<file path="config.mk">
export PLATFORM = sky130hd
export DESIGN_NAME = id_ex_stage
export DESIGN_NICKNAME = d
export VERILOG_FILES = /design/src/rtl/id_ex_stage.sv
export SDC_FILE = /design/constraint.sdc
export NUM_CORES = 1
export LEC_CHECK = 0
export ABC_AREA = 1
export BUFFER_PORTS_ARGS = -buffer_cell sky130_fd_sc_hd__buf_2
export CORE_MARGIN = 10
export CORE_UTILIZATION = 33
export CTS_CLUSTER_SIZE = 20
export DETAILED_ROUTE_END_ITERATION = 8
export PLACE_DENSITY = 0.74
export SETUP_SLACK_MARGIN = 0.05
export SKIP_LAST_GASP = 1
export SLEW_MARGIN = 40
export SYNTH_ARGS = -nofsm -noshare
export SYNTH_HDL_FRONTEND = slang
export SYNTH_SLANG_ARGS = --single-unit
</file>
<file path="constraint.sdc">
create_clock -name clk -period 4.9 [get_ports clk]
set_clock_uncertainty 0.2 [all_clocks]
set_input_delay 0.98 -clock clk [delete_from_list [all_inputs] [get_ports clk]]
set_output_delay 0.98 -clock clk [all_outputs]
set_load 0.01 [all_outputs]
</file>
<file path="src/rtl/id_ex_stage.sv">
// ID/EX pipeline register with load-use hazard detection and bubble insertion.
// Optional feature macro ID_EX_PERF_CNT_EN adds stall/flush event counters.
module id_ex_stage #(
    parameter int DATA_W = 16
) (
    input  logic              clk,
    input  logic              arst_n,
    input  logic              flush_i,
    input  logic              hold_i,
    input  logic [4:0]        id_rs1_addr_i,
    input  logic [4:0]        id_rs2_addr_i,
    input  logic [4:0]        id_rd_addr_i,
    input  logic [DATA_W-1:0] id_rs1_data_i,
    input  logic [DATA_W-1:0] id_rs2_data_i,
    input  logic [DATA_W-1:0] id_imm_i,
    input  logic [8:0]        id_ctrl_i,
    output logic [4:0]        ex_rs1_addr_o,
    output logic [4:0]        ex_rs2_addr_o,
    output logic [4:0]        ex_rd_addr_o,
    output logic [DATA_W-1:0] ex_rs1_data_o,
    output logic [DATA_W-1:0] ex_rs2_data_o,
    output logic [DATA_W-1:0] ex_imm_o,
    output logic [8:0]        ex_ctrl_o,
    output logic              ex_valid_o,
    output logic              pc_write_en_o,
    output logic              if_id_write_en_o
`ifdef ID_EX_PERF_CNT_EN
    ,
    output logic [31:0]       stall_cnt_o,
    output logic [31:0]       flush_cnt_o
`endif
);

    // ctrl packing: {reg_write, mem_read, mem_write, mem_2_reg, alu_src, branch, jump, alu_op[1:0]}
    localparam int CTRL_MEM_READ = 7;

    logic rs1_hit;
    logic rs2_hit;
    logic load_use;
    logic insert_bubble;
    logic advance_en;

    // rs2 is compared even for formats that do not read it: a false stall is harmless.
    assign rs1_hit  = (ex_rd_addr_o == id_rs1_addr_i);
    assign rs2_hit  = (ex_rd_addr_o == id_rs2_addr_i);
    assign load_use = ex_valid_o & ex_ctrl_o[CTRL_MEM_READ]
                    & (ex_rd_addr_o != 5'd0) & (rs1_hit | rs2_hit);

    // A flush discards the ID instruction anyway, so there is nothing to stall for.
    assign pc_write_en_o    = ~(load_use & ~flush_i) & ~hold_i;
    assign if_id_write_en_o = ~(load_use & ~flush_i) & ~hold_i;

    assign advance_en    = ~hold_i;
    assign insert_bubble = flush_i | load_use;

    always_ff @(posedge clk) begin
        if (!arst_n) begin
            ex_rs1_addr_o <= '0;
            ex_rs2_addr_o <= '0;
            ex_rd_addr_o  <= '0;
            ex_rs1_data_o <= '0;
            ex_rs2_data_o <= '0;
            ex_imm_o      <= '0;
            ex_ctrl_o     <= '0;
            ex_valid_o    <= 1'b0;
        end else if (advance_en) begin
            ex_rs1_addr_o <= id_rs1_addr_i;
            ex_rs2_addr_o <= id_rs2_addr_i;
            ex_rd_addr_o  <= id_rd_addr_i;
            ex_rs1_data_o <= id_rs1_data_i;
            ex_rs2_data_o <= id_rs2_data_i;
            ex_imm_o      <= id_imm_i;
            // Zero ctrl means no reg_write/mem_read/mem_write, so forwarding never matches a bubble.
            if (insert_bubble) begin
                ex_ctrl_o  <= '0;
                ex_valid_o <= 1'b0;
            end else begin
                ex_ctrl_o  <= id_ctrl_i;
                ex_valid_o <= 1'b1;
            end
        end
    end

`ifdef ID_EX_PERF_CNT_EN
    always_ff @(posedge clk) begin
        if (!arst_n) begin
            stall_cnt_o <= '0;
            flush_cnt_o <= '0;
        end else if (advance_en) begin
            if (flush_i)
                flush_cnt_o <= flush_cnt_o + 32'd1;
            else if (load_use)
                stall_cnt_o <= stall_cnt_o + 32'd1;
        end
    end
`endif

endmodule
</file>
-- Word-level counts from Yosys, hierarchy flattened
Cells that the tools add are included.
- muxes and demuxes: 2
- equality and inequality tests: 2
- bitwise logic cells: 10
- reduce and logical (&&, ||, !) cells: 1
- operator list (kind ; number):
    5-bit == test ; 2
    9-bit two-way mux ; 1
    1-bit AND ; 5
    5-bit nonzero test ; 1
    1-bit NOT ; 3
    1-bit OR ; 2
    1-bit two-way mux ; 1
- register bits after elaboration: 73
- bits of input ports: 76
- word-level logic and storage cells: 23

-- Longest topological paths before layout
Gate-level depths: netlist of the first run.
- depth after elaboration: 6
- gate-level depth with buffers: 11
- mapped depth without buffers: 9

-- Worst setup path after synthesis of the first run
No wires, ideal clock.
- path kind: in2out
- start point: in id_rs2_addr_i[2]
- end point: out pc_write_en_o
- data arrival time: 1.843 ns
- setup slack: 1.877 ns
- data required time: 3.720 ns
- stages: 11
- buffers on the path: 2
- cells stage by stage: inv_1 -> nand2_1 -> nand2_1 -> nor2_1 -> nand3_2 -> nand2_1 -> nand2_2 -> buf_6 -> o21ai_2 -> inv_1 -> buf_4
- word-level cells in the longest chain between the ends: 6
- RTL lines (item ; line ; text):
    start: declaration ; 11 ; input logic [4:0] id_rs2_addr_i,
    5-bit == test ; 45 ; assign rs2_hit = (ex_rd_addr_o == id_rs2_addr_i);
    1-bit OR ; 47 ; & (ex_rd_addr_o != 5'd0) & (rs1_hit | rs2_hit);
    1-bit AND ; 47 ;
    1-bit AND ; - ;
    1-bit NOT ; - ;
    1-bit AND ; - ;
    end: declaration ; 25 ; output logic pc_write_en_o,
Every way passes these cells.

-- Final worst setup path of the first run
- start point: in id_rs1_addr_i[3]
- end point: out pc_write_en_o
- word-level cells in the longest chain between the ends: 6
- RTL lines (item ; line ; text):
    start: declaration ; 10 ; input logic [4:0] id_rs1_addr_i,
    5-bit == test ; 44 ; assign rs1_hit = (ex_rd_addr_o == id_rs1_addr_i);
    1-bit OR ; 47 ;
    1-bit AND ; 47 ;
    1-bit AND ; 50 ; assign pc_write_en_o = ~(load_use & ~flush_i) & ~hold_i;
    1-bit NOT ; 50 ;
    1-bit AND ; 50 ;
Every way passes these cells.

==> flow_metrics.py, run 1 <==
metrics = {
    "outcome": {
        "status": "complete, no violations",
    },
    "die": {
        "dieWidth_um": 111,
        "start_util_pct": 33.5,
        "design.core.area_um2": 8090,
        "boundaryPins": 151,
        "rows": 33,
        "die_h_um": 111,
        "dieArea_um2": 12200,
    },
    "cts": {
        "cts_hold_buf": 0,
        "cts_buffer_depth": 2,
        "htree_levels": 3,
        "clkLatencyLatePin_ns": 0.33,
        "numCtsBuffers": 9,
        "cts_resized": 0,
        "clk_pin_slew_worst_paths_ns": 0.08,
        "clock-root-buffer": "clkbuf_8",
        "post_cts.repair.setup_buffers": 0,
        "cts_tree": "yes",
        "clock_sinks": 73,
    },
    "min_path": {
        "min_path_type": "reg -> reg",
    },
    "final_layout": {
        "fin_util_pct": 46.0,
        "area_growth_syn_to_layout_pct": 37.4,
        "final_cells": 609,
        "fin_nets": 575,
        "multiInputGateArea_um2": 1070,
        "drive_gt1_share_pct": 34.1,
        "insertedDiodeCount": 0,
        "n_fill_cell": 864,
        "seq_area_um2": 1460,
    },
    "power": {
        "peakVddDrop_v": 0.000156,
        "switching_share_pct": 25.1,
        "p_clk_share_pct": 38.9,
        "p_total_mw": 1.37,
        "cell_internal_pwr_mw": 1.02,
        "seqPwrFrac_pct": 47.7,
        "power_density_nw_per_um2": 367,
        "leakage_nw": 1.91,
        "p_sw_mw": 0.343,
        "p_comb_share_pct": 13.4,
    },
    "worst_setup_path": {
        "cp_slowest_cell": "nand2_2",
        "worst_path_largest_cell_delay_ns": 0.15,
        "crit_top_cell": "nand2_1",
        "worst-path-buf-inv": 4,
        "cp_cell_sequence": "buf_2 -> inv_1 -> nand2_1 -> nand2_1 -> nor2_1 -> nand3_1 -> nand2_1 -> nand2_2 -> o21ai_2 -> inv_1 -> buf_2",
        "start_kind": "input port",
        "worstSetupEndpointType": "primary output",
        "cp_max_fo": 11,
        "worstPathArrival_ns": 2.00,
        "crit_family": "simple AND/OR/NAND/NOR gates",
        "critPathKind": "in -> out",
        "required_ns": 3.72,
    },
    "grt": {
        "grt_pass1_vias": 2740,
        "antenna_found_initial": 0,
        "grt.total_usage_pct": 12.9,
        "grt_pass1_wl_um": 13300,
        "grt_max_degree": 72,
        "grt_overflow": 0,
    },
    "yosys": {
        "synth_sequential_area_ratio_pct": 53.9,
        "synth_area_per_cell_um2": 7.53,
        "yosysWarnings": 0,
        "synth_area_um2": 2710,
        "yosysUniqueCellTypes": 18,
        "synthCells": 360,
        "synth_flop_cell": "dfxtp_1",
        "synthTopCellsByArea": "dfxtp_1 54%, nor2_1 15%, o21ai_0 12%",
        "synth-seq-cells": 73,
        "async_flop_share_pct": 0,
        "synth_nets": 436,
        "synth_edf_count": 0,
        "synthDominantCellAreaShare_pct": 53.9,
        "yosys.area.top_type": "dfxtp_1",
    },
    "route": {
        "dr.pass1.iters": 4,
        "first_iter_violations": 132,
        "vias_per_cell": 4.55,
        "via_count": 2770,
        "wl_per_cell_um": 13.6,
        "drt-total-wl_um": 8290,
        "ant_nets": 0,
        "drc_errors": 0,
    },
    "sta": {
        "tightest_slew_ns": 0.637,
        "drv_slew": 0,
        "setup_violations": 0,
        "rsz0062_at_grt": "false",
        "max_slew_margin_pct": 57.6,
        "fmax_ghz": 0.314,
        "finalSetupTns_ns": 0,
        "fin_crit_ns": 3.18,
        "post-route-period-util_pct": 65.0,
        "finalHoldViolations": 0,
    },
    "place": {
        "hpwl_um": 6280,
        "port_buffers": 150,
        "gp_congestion": 0.810,
        "placed_cells": 593,
    },
    "run": {
        "max_cap_violations": 0,
    },
}
[registers in the layout, summed over array words and instances (netlist names)]
register / flops
ex_rs2_data_o: 16
ex_valid_o: 1
ex_ctrl_o: 9
ex_rs1_addr_o: 5
ex_rs1_data_o: 16
ex_rs2_addr_o: 5
ex_rd_addr_o: 5
ex_imm_o: 16
[worst register-to-register path, stage by stage, from the launching register on]
cell and delay, ns:
dfxtp_1 0.38, inv_1 0.10, nand2_1 0.06, nand2_1 0.04, nor2_1 0.11, nand3_1 0.09
nand2_1 0.11, nand2_2 0.15, nand3_1 0.11, a21oi_1 0.07
[cell usage after synthesis, types with 2 or more instances]
cell / count
xnor2_1: 2
nand2_1: 34
nand3_1: 11
buf_2: 5
dfxtp_1: 73
inv_1: 15
clkbuf_1: 15
buf_4: 3
o21ai_0: 63
a21oi_1: 21
nor2_1: 111
[power by group through the flow]
stage	logic (mW)	clock network (mW)	registers, mW
floorplan	0.0790	0	0.685
global placement	0.184	0	0.665
detailed placement	0.187	0	0.667
CTS	0.188	0.549	0.653
global route	0.207	0.576	0.658
finish	0.183	0.531	0.653
[per-layer routing]
| layer | wire length [um] | share of wire (%) | vias up | global-route usage (%) |
|---|---|---|---|---|
| met5 | 0 | 0 | - | 0 |
| met3 | 569 | 6.9 | 10 | 5.36 |
| met4 | 112 | 1.4 | 0 | 4.25 |
| met2 | 4080 | 49 | 88 | 22.0 |
| met1 | 3540 | 43 | 1243 | 14.3 |
| li1 | - | - | 1429 | - |
[layout by cell type, fill, tap and decap left out, drive strengths merged, types with 12 or more instances in the layout]
cell type  count
nand3         12
nor2         112
inv           15
buf          152
a21oi         21
o21ai         64
dfxtp         73
nand2         35
clkbuf        12
[cells by family after synthesis]
group | share of synthesized area [%]
buffers and inverters | 6.46
flip-flops | 53.9
AO/OA/AOI/OAI | 15.8
XOR/XNOR | 0.646
AND/OR/NAND/NOR | 23.2
[final timing paths]
kind / start / end / slack, ns / cells after the start
worst max register to register: ex_rd_addr_o[3] / ex_ctrl_o[7] / 3.37 / 9
worst min-delay path: ex_ctrl_o[0] / ex_ctrl_o[0] / 0.26 / 2
worst min register to register: ex_ctrl_o[0] / ex_ctrl_o[0] / 0.26 / 2
worst max-delay path: id_rs1_addr_i[3] / pc_write_en_o / 1.72 / 11
[per-stage QoR]
stage | setup WS [ns] | cell area (um^2) | hold slack (ns)
4_1_cts | 1.72 | 3720 | 0.266
6_report | 1.72 | 3730 | 0.264
3_3_place_gp | 1.73 | 3490 | 0.252
3_5_place_dp | 1.72 | 3490 | 0.254
5_1_grt | 1.60 | 3730 | 0.281
2_1_floorplan | 1.88 | 2710 | 0.288
[layout make-up]
class	instances	share of cell area, %
clock buffer	12	4.16
multi-input combinational	247	28.8
clock inverter	4	2.01
sequential	73	39.2
inverter	16	1.61
timing repair buffer	152	20.6
tap	105	3.53
(Power assumes the default switching activity.)
==> run 2: changes to the inputs <==
--- a/config.mk
+++ b/config.mk
@@ -11,7 +11,7 @@
 export CORE_UTILIZATION = 33
 export CTS_CLUSTER_SIZE = 20
 export DETAILED_ROUTE_END_ITERATION = 8
-export PLACE_DENSITY = 0.74
+export PLACE_DENSITY = 0.76
 export SETUP_SLACK_MARGIN = 0.05
 export SKIP_LAST_GASP = 1
 export SLEW_MARGIN = 40
==> constraint.sdc (replaced) <==
create_clock -name clk -period 2.6 [get_ports clk]
set_clock_uncertainty 0.2 [all_clocks]
set_input_delay 0.52 -clock clk [delete_from_list [all_inputs] [get_ports clk]]
set_output_delay 0.52 -clock clk [all_outputs]
set_load 0.01 [all_outputs]
==> run 2 against run 1 <==
  * Non-clock buffer count up 5
  * Die area unchanged
  * Sequential share of layout area down 0.70 points
  * Power up 98%
  * Cell count up 0.82%
  * Combinational power up 93%
  * First-iteration DRC count down 17%
==> flow_metrics.py, run 2 (synthesis gave the netlist of run 1 again) <==
metrics = {
    "outcome": {
        "status": "complete, no violations",
    },
    "worst_setup_path": {
        "cp_max_fo": 4,
        "cp_slowest_cell": "dfxtp_1",
        "worstSetupEndpointType": "primary output",
        "worst_path_largest_cell_delay_ns": 0.38,
        "start_kind": "flop",
        "cp_cell_sequence": "inv_1 -> nand2_1 -> nand2_1 -> nor2_1 -> nand3_1 -> nand2_1 -> nand2_2 -> o21ai_2 -> inv_1 -> buf_2",
        "critPathKind": "reg -> out",
        "required_ns": 1.88,
        "crit_top_cell": "nand2_1",
        "worstPathArrival_ns": 1.59,
    },
    "die": {
        "die_h_um": 111,
        "design.core.area_um2": 8090,
        "start_util_pct": 33.5,
        "rows": 33,
        "boundaryPins": 151,
        "dieWidth_um": 111,
        "dieArea_um2": 12200,
    },
    "cts": {
        "clock-root-buffer": "clkbuf_8",
        "clk_pin_slew_worst_paths_ns": 0.08,
        "clkLatencyLatePin_ns": 0.34,
        "cts_buffer_depth": 2,
        "post_cts.repair.setup_buffers": 0,
        "clock_sinks": 73,
        "cts_tree": "yes",
        "numCtsBuffers": 9,
        "cts_resized": 0,
        "htree_levels": 3,
        "cts_hold_buf": 0,
    },
    "grt": {
        "grt_overflow": 0,
        "antenna_found_initial": 0,
        "grt_max_degree": 50,
        "grt.total_usage_pct": 13.6,
        "grt_pass1_wl_um": 14000,
        "grt_pass1_vias": 2850,
    },
    "sta": {
        "tightest_slew_ns": 0.432,
        "drv_slew": 0,
        "rsz0062_at_grt": "false",
        "fin_crit_ns": 2.31,
        "finalSetupTns_ns": 0,
        "post-route-period-util_pct": 89.0,
        "finalHoldViolations": 0,
        "setup_violations": 0,
        "max_slew_margin_pct": 71.2,
        "fmax_ghz": 0.432,
    },
    "power": {
        "cell_internal_pwr_mw": 2.06,
        "seqPwrFrac_pct": 45.5,
        "p_total_mw": 2.70,
        "switching_share_pct": 23.9,
        "power_density_nw_per_um2": 713,
        "peakVddDrop_v": 0.000262,
        "p_comb_share_pct": 13.1,
        "leakage_nw": 1.95,
        "p_clk_share_pct": 41.5,
        "p_sw_mw": 0.646,
    },
    "route": {
        "maxUsedRoutingLayer": "met4",
        "met3_length_um": 504,
        "ant_nets": 0,
        "met1_length_um": 3770,
        "vias_per_cell": 4.57,
        "drc_errors": 0,
        "dr.pass1.iters": 4,
        "via_count": 2803,
        "wl_met2_um": 4060,
        "wl_per_cell_um": 13.9,
        "drt-total-wl_um": 8560,
        "first_iter_violations": 109,
    },
    "final_layout": {
        "n_fill_cell": 815,
        "mostFrequentLayoutCells": "150 x buf_2, 111 x nor2_1, 73 x dfxtp_1",
        "final_cells": 614,
        "mostFrequentLayoutCell": "buf_2",
        "insertedDiodeCount": 0,
        "drive_gt1_share_pct": 35.0,
        "reg.largest.list": "ex_imm_o (16), ex_rs1_data_o (16), ex_rs2_data_o (16)",
        "fin_nets": 580,
        "area_growth_syn_to_layout_pct": 39.9,
    },
    "place": {
        "port_buffers": 150,
        "hpwl_um": 6630,
        "gp_congestion": 0.835,
        "placed_cells": 598,
    },
    "run": {
        "max_cap_violations": 0,
    },
    "min_path": {
        "min_path_type": "in -> reg",
    },
}
## run 2: cell types whose count changed in the layout (fill, tap and decap cells not counted), sizes merged
cell	before	now
bufinv	2	3
clkinvlp	2	1
buf	152	157
## run 2: final cells by class
| class | count | area, um^2 | share of cell area [%] |
|---|---|---|---|
| clock buffer | 12 | 165 | 4.35 |
| clock inverter | 4 | 97.6 | 2.57 |
| inverter | 16 | 60.1 | 1.58 |
| multi-input combinational | 247 | 1070 | 28.3 |
| sequential | 73 | 1460 | 38.5 |
| tap | 105 | 131 | 3.46 |
| timing repair buffer | 157 | 803 | 21.2 |
## run 2: critical path, delay by kind of cell, from the launching register on
kind	cells	cell delay, ns
AO/OA/AOI/OAI	1	0.10
buffers and inverters	3	0.30
flip-flops	1	0.38
AND/OR/NAND/NOR	6	0.48
## run 2: path summary, 6_finish.rpt
path	slack [ns]	to	cells past startpoint	startpoint
hold / removal	0.21	ex_imm_o[6]	3	id_imm_i[6]
setup / recovery	0.29	pc_write_en_o	10	ex_rd_addr_o[3]
setup reg to reg	1.03	ex_ctrl_o[4]	10	ex_rd_addr_o[3]
hold reg to reg	0.26	ex_ctrl_o[6]	2	ex_ctrl_o[6]
## run 2: per-layer routing
| metal | global-route usage, % | vias to the layer above |
|---|---|---|
| li1 | - | 1437 |
| met1 | 15.6 | 1257 |
| met2 | 22.3 | 92 |
| met3 | 4.22 | 17 |
| met4 | 6.68 | 0 |
| met5 | 0 | - |
## run 2: metrics by stage
stage / utilization (%) / worst slack (ns) / cell area (um^2) / hold WS, ns
3_3_place_gp: 43.6 / 0.454 / 3530 / 0.250
4_1_cts: 46.9 / 0.263 / 3790 / 0.193
5_1_grt: 46.9 / 0.0670 / 3790 / 0.205
3_5_place_dp: 43.6 / 0.440 / 3530 / 0.253
6_report: 46.9 / 0.287 / 3790 / 0.212
2_1_floorplan: - / 0.497 / 2710 / 0.288
## run 2: power by group through the flow
stage	Sequential (mW)	Combinational [mW]	Clock [mW]
2_1_floorplan	1.29	0.149	0
3_3_place_gp	1.25	0.352	0
3_5_place_dp	1.26	0.361	0
4_1_cts	1.23	0.363	1.16
5_1_grt	1.24	0.403	1.21
6_report	1.23	0.354	1.12
